$ cat config.mk
export PLATFORM = sky130hd
export DESIGN_NAME = calc_rho
export DESIGN_NICKNAME = d
export VERILOG_FILES = /design/src/rtl/ppg_fixed_pkg.sv /design/src/rtl/calc_rho_qmult.sv /design/src/rtl/calc_rho.sv
export SDC_FILE = /design/constraint.sdc
export NUM_CORES = 2
export LEC_CHECK = 0
export BUFFER_PORTS_ARGS = -buffer_cell sky130_fd_sc_hd__buf_2
export CAP_MARGIN = 20
export CORE_MARGIN = 1.5
export CORE_UTILIZATION = 37
export DETAILED_ROUTE_END_ITERATION = 16
export GPL_TIMING_DRIVEN = 0
export PLACE_DENSITY = 0.59
export SLEW_MARGIN = 20
export SYNTH_ARGS = -nofsm -noshare
export SYNTH_HDL_FRONTEND = slang
export SYNTH_SLANG_ARGS = --single-unit
$ cat constraint.sdc
create_clock -name clk -period 6.2 [get_ports clk]
set_input_delay 0.93 -clock clk [delete_from_list [all_inputs] [get_ports clk]]
set_output_delay 0.93 -clock clk [all_outputs]
set_load 0.03 [all_outputs]
$ cat src/rtl/ppg_fixed_pkg.sv
// Shared sign-magnitude fixed-point definitions for the coordinate-descent stages.
// CALC_RHO_SAT_EN selects saturating arithmetic (default: wrap, no overflow flag).
package ppg_fixed_pkg;
  localparam int Q_DEF = 15;
  localparam int N_DEF = 32;

  typedef enum logic [1:0] {IDLE, READ, DRAIN, DONE} state_e;

  localparam logic [N_DEF-2:0] SM_MAX_MAG = '1;
  localparam logic [N_DEF-1:0] SM_ZERO    = '0;

`ifdef CALC_RHO_SAT_EN
  localparam bit SAT_EN = 1'b1;
`else
  localparam bit SAT_EN = 1'b0;
`endif
endpackage

$ cat src/rtl/calc_rho_qmult.sv
// Sign-magnitude Q-format multiplier: full-width magnitude product, truncated >> Q.
// Saturates and flags overflow only when CALC_RHO_SAT_EN is defined.
module qmult
  import ppg_fixed_pkg::*;
#(
  parameter int Q = Q_DEF,
  parameter int N = N_DEF
) (
  input  logic [N-1:0] i_a,
  input  logic [N-1:0] i_b,
  output logic [N-1:0] o_p,
  output logic         o_ovf
);
  localparam int MW = N - 1;

  logic [2*MW-1:0] w_full;
  logic [2*MW-1:0] w_shr;
  logic [MW-1:0]   w_mag;
  logic            w_big;

  assign w_full = {{MW{1'b0}}, i_a[MW-1:0]} * {{MW{1'b0}}, i_b[MW-1:0]};
  assign w_shr  = w_full >> Q;
  assign w_big  = |w_shr[2*MW-1:MW];

  // Without saturation the high bits simply fall off (wrap to N-1 bits).
  assign w_mag  = (SAT_EN && w_big) ? '1 : w_shr[MW-1:0];
  assign o_ovf  = SAT_EN & w_big;
  assign o_p    = {(i_a[N-1] ^ i_b[N-1]) & (|w_mag), w_mag};
endmodule

$ cat src/rtl/calc_rho.sv
// rho_j = A_norm2*xhat_j + sum_i A[i][j]*r[i], streamed from external memories.
// CALC_RHO_SAT_EN enables saturating mult/add and the sticky overflow flag.
module calc_rho
  import ppg_fixed_pkg::*;
#(
  parameter int Q      = Q_DEF,
  parameter int N      = N_DEF,
  parameter int M      = 64,
  parameter int ADDR_W = (M > 1) ? $clog2(M) : 1
) (
  input  logic              clk,
  input  logic              rst_n,
  input  logic              start,
  input  logic [N-1:0]      xhat_j,
  input  logic [N-1:0]      A_norm2,
  output logic              rd_en,
  output logic [ADDR_W-1:0] rd_addr,
  input  logic [N-1:0]      a_data,
  input  logic [N-1:0]      r_data,
  output logic [N-1:0]      rho,
  output logic              ready,
  output logic              busy,
  output logic              overflow
);
  localparam logic [ADDR_W-1:0] LAST = ADDR_W'(M - 1);

  state_e            r_state, w_state_nxt;
  logic [ADDR_W-1:0] r_addr;
  logic [2:1]        r_vld_pipe;
  logic [N-1:0]      r_prod, r_acc, r_rho;
  logic              r_ovf;

  logic [N-1:0]      w_init_p, w_strm_p, w_acc_nxt;
  logic              w_init_ovf, w_strm_ovf, w_add_big;
  logic              w_accept, w_last;

  logic [N-2:0]      w_ma, w_mb, w_mag;
  logic [N-1:0]      w_sum;
  logic              w_sa, w_sb, w_sgn;

  qmult #(.Q(Q), .N(N)) u_init (
    .i_a   (A_norm2),
    .i_b   (xhat_j),
    .o_p   (w_init_p),
    .o_ovf (w_init_ovf)
  );

  qmult #(.Q(Q), .N(N)) u_strm (
    .i_a   (a_data),
    .i_b   (r_data),
    .o_p   (w_strm_p),
    .o_ovf (w_strm_ovf)
  );

  assign w_accept = (r_state == IDLE) && start;
  assign w_last   = (r_addr == LAST);

  always_comb begin
    w_state_nxt = r_state;
    case (r_state)
      IDLE:    if (start) w_state_nxt = READ;
      READ:    if (w_last) w_state_nxt = DRAIN;
      // Last product has just been registered and is being accumulated this edge.
      DRAIN:   if (r_vld_pipe == 2'b10) w_state_nxt = DONE;
      DONE:    w_state_nxt = IDLE;
      default: w_state_nxt = IDLE;
    endcase
  end

  // Sign-magnitude accumulate; a zero magnitude is always treated as +0.
  always_comb begin
    w_ma  = r_acc[N-2:0];
    w_mb  = r_prod[N-2:0];
    w_sa  = r_acc[N-1] & (|w_ma);
    w_sb  = r_prod[N-1] & (|w_mb);
    w_sgn = w_sa;
    w_sum = '0;
    if (w_sa == w_sb) begin
      w_sum = {1'b0, w_ma} + {1'b0, w_mb};
    end else if (w_ma >= w_mb) begin
      w_sum = {1'b0, w_ma - w_mb};
    end else begin
      w_sum = {1'b0, w_mb - w_ma};
      w_sgn = w_sb;
    end
    w_add_big = w_sum[N-1];
    w_mag     = (SAT_EN && w_add_big) ? '1 : w_sum[N-2:0];
    w_acc_nxt = {w_sgn & (|w_mag), w_mag};
  end

  always_ff @(posedge clk or negedge rst_n) begin
    if (!rst_n) begin
      r_state    <= IDLE;
      r_addr     <= '0;
      r_vld_pipe <= '0;
      r_prod     <= '0;
      r_acc      <= '0;
      r_rho      <= '0;
      r_ovf      <= 1'b0;
    end else begin
      r_state    <= w_state_nxt;
      r_vld_pipe <= {r_vld_pipe[1], rd_en};
      if (r_vld_pipe[1]) r_prod <= w_strm_p;
      if (w_accept) begin
        r_acc  <= w_init_p;
        r_addr <= '0;
        r_ovf  <= w_init_ovf;
      end else begin
        if (rd_en) r_addr <= w_last ? '0 : r_addr + ADDR_W'(1);
        if (r_vld_pipe[2]) r_acc <= w_acc_nxt;
        r_ovf <= r_ovf | (r_vld_pipe[1] & w_strm_ovf)
                       | (r_vld_pipe[2] & w_add_big & SAT_EN);
      end
      if (r_state == DRAIN && w_state_nxt == DONE) r_rho <= w_acc_nxt;
    end
  end

  assign rd_en    = (r_state == READ);
  assign rd_addr  = r_addr;
  assign busy     = (r_state != IDLE);
  assign ready    = (r_state == DONE);
  assign rho      = r_rho;
  assign overflow = SAT_EN & r_ovf;
endmodule

* After elaboration in Yosys (flattened, before gate mapping) *
Index checks and enable logic that the tools add are counted.

word-level totals
  bits in registers = 106
  output and inout port bits = 42

cells by class
  mux-type cells = 13
  equal/unequal tests = 7
  $lt $le $gt $ge = 1
  bitwise operators = 7
  reductions and logical operators = 11
  $add $sub $neg = 4
  multiply operators = 2

operator list
  operator               count
  $reduce_or A31 Y1      5
  $mul A31 B31 Y46       2
  $mux W32               2
  $mux W31               2
  $sub A31 B31 Y31       2
  $add A31 B31 Y31       1
  $ge A31 B31 Y1         1
  $mux W6                3
  $eq A2 B2 Y1 const B   4
  $pmux W2 S4            1
  $add A6 B1 Y6 const B  1
  $eq A6 B6 Y1 const B   1
  $mux W2                3
  $reduce_bool A2 Y1     3
  $and A1 B1 Y1          5
  $eq A2 B1 Y1 const B   1
  $logic_and A1 B1 Y1    2
  $logic_not A2 Y1       1
  $mux W1                2
  $xor A1 B1 Y1          2
  $eq A1 B1 Y1           1

* Longest topological paths before layout *
  word-level depth = 8
  mapped depth = 31
  gate-level depth less buffers = 28

* Modules after synthesis *
From an unflattened synthesis, not the netlist that was laid out.

unflattened totals
  cell total of the unflattened synthesis = 7009
  area total of the unflattened synthesis = 61831.8 um^2

modules (own cells, without submodules)
  module          times used  seq. area each (um^2)  cells each  area an instance (um^2)
  qmult (u_init)  1           0.0                    2874        25951.1
  qmult (u_strm)  1           0.0                    2881        25892.3
  calc_rho        1           2652.5                 1254        9988.3

* Least setup slack after synthesis *
No wires, ideal clock.

  path type = input-to-reg
  start = input xhat_j[4]
  end = register r_acc[31]
  stages on the path = 28
  arrival = 8.335 ns
  required time = 6.051 ns
  path slack = -2.284 ns
  cell sequence = clkbuf_1 -> and2_1 -> fa_1 -> fa_1 -> fa_1 -> inv_1 -> fa_1 -> inv_1 -> fa_1 -> inv_1 -> fa_1 -> inv_1 -> fa_1 -> fa_1 -> ha_1 -> a21oi_1 -> o21ai_0 -> a221oi_1 -> nor2_1 -> or3b_1 -> clkbuf_1 -> a31o_2 -> a211oi_1 -> nor4_1 -> or3_1 -> nand4bb_1 -> a2111oi_0 -> a311oi_2

on the way
  word-level cells in the longest chain between the ends = 4

ends and longest elaborated chain
  item                  line                  RTL
  start, declared       calc_rho.sv:14        input logic [N-1:0] xhat_j,
  $mul A31 B31 Y46      calc_rho_qmult.sv:21  assign w_full = {{MW{1'b0}}, i_a[MW-1:0]} * {{MW{1'b0}}, i_b[MW-1:0]};
  $reduce_or A31 Y1     calc_rho_qmult.sv:28  assign o_p = {(i_a[N-1] ^ i_b[N-1]) & (|w_mag), w_mag};
  $and A1 B1 Y1         calc_rho_qmult.sv:28
  $mux W32              calc_rho.sv:104       if (w_accept) begin
  end signal, assigned  calc_rho.sv:105       r_acc <= w_init_p;
  end signal, assigned  calc_rho.sv:110       if (r_vld_pipe[2]) r_acc <= w_acc_nxt;
  end, declared         calc_rho.sv:30        logic [N-1:0] r_prod, r_acc, r_rho;

Every way passes these cells.
A chain may end at the register's enable or synchronous reset.

* Final worst setup path *
  start = input A_norm2[21]
  end = register r_acc[31]

on the way
  word-level cells in the longest chain between the ends = 4

ends and longest elaborated chain
  item               line                  RTL
  start, declared    calc_rho.sv:15        input logic [N-1:0] A_norm2,
  $mul A31 B31 Y46   calc_rho_qmult.sv:21
  $reduce_or A31 Y1  calc_rho_qmult.sv:28
  $and A1 B1 Y1      calc_rho_qmult.sv:28
  $mux W32           calc_rho.sv:104

Every way passes these cells.

==> run_results.csv <==
group,metric,value,unit
critical_path,cp-end-kind,"flip-flop",
timing,fmax,116,MHz
layout,drive_gt1_share,16.3,%
critical_path,cp-start-kind,"input port",
min_path,min_path_type,"in -> async",
run,max_cap_viol_count,0,
global_routing,grt_max_degree,77,
die,rows,147,
critical_path,critical_path_arrival,8.84,ns
yosys,syn_avg_cell_area,8.88,um^2
yosys,syn_area,60300,um^2
timing,finalClockSkew,0.0161,ns
clocking,htree_levels,3,
global_routing,grt_pass1_vias,53200,
yosys,yosysWarnings,0,
layout,area_delta_synth_final,19.0,%
critical_path,crit-reg2reg-launch,"r_prod[2]$_DFFE_PN0P_",
clocking,insertion_delay,0.40,ns
timing,rsz0062_at_grt,"true",
critical_path,cp.required,6.43,ns
critical_path,reg2reg_slack,-0.07,ns
route,drt_iter0_markers,4206,
die,die_area,165000,um^2
run_status,status,"complete, but fails checks",
global_routing,grt_pass1_wl,342,mm
yosys,synth_area_leader_cell,"fa_1",
route,via_per_inst,5.31,
placed_design,place_inst,9114,
die,die_w,407,um
global_routing,groute.usage.overall,28.2,%
yosys,synthSimpleGateAreaFrac,18.3,%
critical_path,path_max_fanout,10,
die,start_util,37.4,%
critical_path,cpPeakStageDelay,0.60,ns
timing,relSlewSlack,25.4,%
critical_path,crit_buf_inv,3,
global_routing,grt_overflow,0,
yosys,synthMuxAreaShare,0.846,%
yosys,synth_adder_area_share,56.6,%
placed_design,gp_congestion,1.01,
yosys,syn_nets,8787,
yosys,yosys-top-cells-count,"fa_1, inv_1, nand2_1",
yosys,synth_cell_type_count,91,
yosys,synth.area.top_cells,"fa_1, ha_1, inv_1, and2_1, nand2_1",
critical_path,path_depth,25,
clocking,cts_buffer_depth,2,
yosys,synth-edff-count,0,
route,via_count,49500,
critical_path,critPathTopFamily,"adder cells",
critical_path,cp_slowest_cell,"fa_2",
route,wl,229,mm
clocking,cts_sinks,106,
timing,fin_crit_sh,139,%
yosys,yosys_register_bits,106,
die,fp.coreArea,161000,um^2
timing,finalMaxSlewViolations,0,
timing,min_period,8.61,ns
global_routing,grt_antenna_before_repair,11,
layout,fin_nets,9145,
yosys,synth_compound_area_share,6.48,%
route,drc,0,
timing,finalSetupViolCount,64,
layout,fin_cells,9325,
clocking,root_buffer,"clkbuf_16",
route,drt_first_pass_iters,6,
clocking,clkTransAtPathRegs,0.08,ns
run_status,violations,"negative setup slack",
yosys,yosysSeqAreaShare,4.40,%
critical_path,path_common_cell,"fa_2",
die,io_pins,173,
yosys,synth_top_flop_cell,"dfrtp_1",
timing,hold_viol,0,
critical_path,crit_type,"in -> reg",
clocking,cts_buffers,9,
route,post_drt_wl_per_cell,24.6,um
yosys,synthArstFlopShare,100,%
placed_design,io_buffers,159,
die,die_y,407,um
clocking,cts_tree,"done",
timing,finalWorstSetupSlack,-2.41,ns
critical_path,r2r_end,"r_acc[31]$_DFFE_PN0P_",
layout,final_util,44.5,%
yosys,synth_top_area_share,47.8,%
timing,tightest_slew,1.11,ns
yosys,yosysMostFrequentCell,"fa_1",
yosys,synth-xor-area-share,2.13,%
critical_path,r2r_cells,13,
yosys,synth_cells,6793,
route,drtAntennaViolNets,0,
placed_design,dp_hpwl,189,mm
yosys,synth_top_family_by_area,"adder cells",
==> routing by layer <==
metal  part of all wire (%)  track usage (%)  vias up
li1                       -                -    21000
met3                    7.4             3.93      508
met1                     40             36.8    25900
met4                    5.9             13.5        6
met5                  0.018                0        -
met2                     46             46.0     2157
==> sequential cells by signal, summed over array words and instances, names as in the netlist <==
signal and cells:
r_vld_pipe 2, rd_addr 6, r_prod 32, r_acc 32, r_state 2, rho 32
==> worst max path at each step <==
stage / startpoint / to
2_1_floorplan: A_norm2[17] / r_acc[31]$_DFFE_PN0P_
3_3_place_gp: A_norm2[26] / r_acc[31]$_DFFE_PN0P_
3_5_place_dp: A_norm2[26] / r_acc[31]$_DFFE_PN0P_
4_1_cts: A_norm2[14] / r_acc[31]$_DFFE_PN0P_
5_1_grt: xhat_j[5] / r_acc[31]$_DFFE_PN0P_
6_report: A_norm2[21] / r_acc[31]$_DFFE_PN0P_
==> what timing repair did <==
item,4_1_cts,5_1_grt
setup endpoints to repair,64,65
pin swaps,179,149
buffers inserted,147,41
hold buffers,0,0
gates resized for setup,942,295
cloned,10,2
==> final cells by class <==
cell class,count,area (um^2)
buffer,382,4320
clock buffer,9,225
tap,2160,2700
multi-input combinational,4899,53600
antenna,9,22.5
sequential,106,2650
fill,15700,89500
timing repair buffer,359,2920
clock inverter,7,91.3
inverter,1394,5240
==> cell usage in the layout (no fill, tap or decap), types with 63 or more instances in the layout <==
cell type / count
inv_1: 1367
fa_1: 1365
nand2_1: 1066
and2_1: 717
ha_1: 376
buf_4: 199
buf_2: 124
a21oi_1: 114
dfrtp_1: 106
o21ai_0: 101
clkbuf_8: 96
nor2_1: 96
xnor2_1: 78
fa_2: 76
clkbuf_16: 73
clkbuf_1: 63
==> through the flow <==
stage | worst slack (ns) | hold WS, ns | area (um^2) | setup TNS [ns]
finish | -2.41 | 0.418 | 71800 | -63.84
detailed placement | -4.49 | 0.472 | 65000 | -138.20
global placement | -4.50 | 0.466 | 64900 | -137.46
global route | -2.55 | 0.443 | 71700 | -74.18
floorplan | -1.92 | 0.390 | 61400 | -43.14
CTS | -2.39 | 0.429 | 70500 | -59.29
==> cells by family after synthesis <==
kind of cell,after synthesis
multiplexers,47
flip-flops,106
AND/OR/NAND/NOR,2245
other,1
adder cells (fa/ha/maj),1863
buffers and inverters,1788
AO/OA/AOI/OAI,596
XOR/XNOR,147
Power is not shown: default switching activity piles up to over one toggle a cycle in this logic, so the estimate is an artifact.
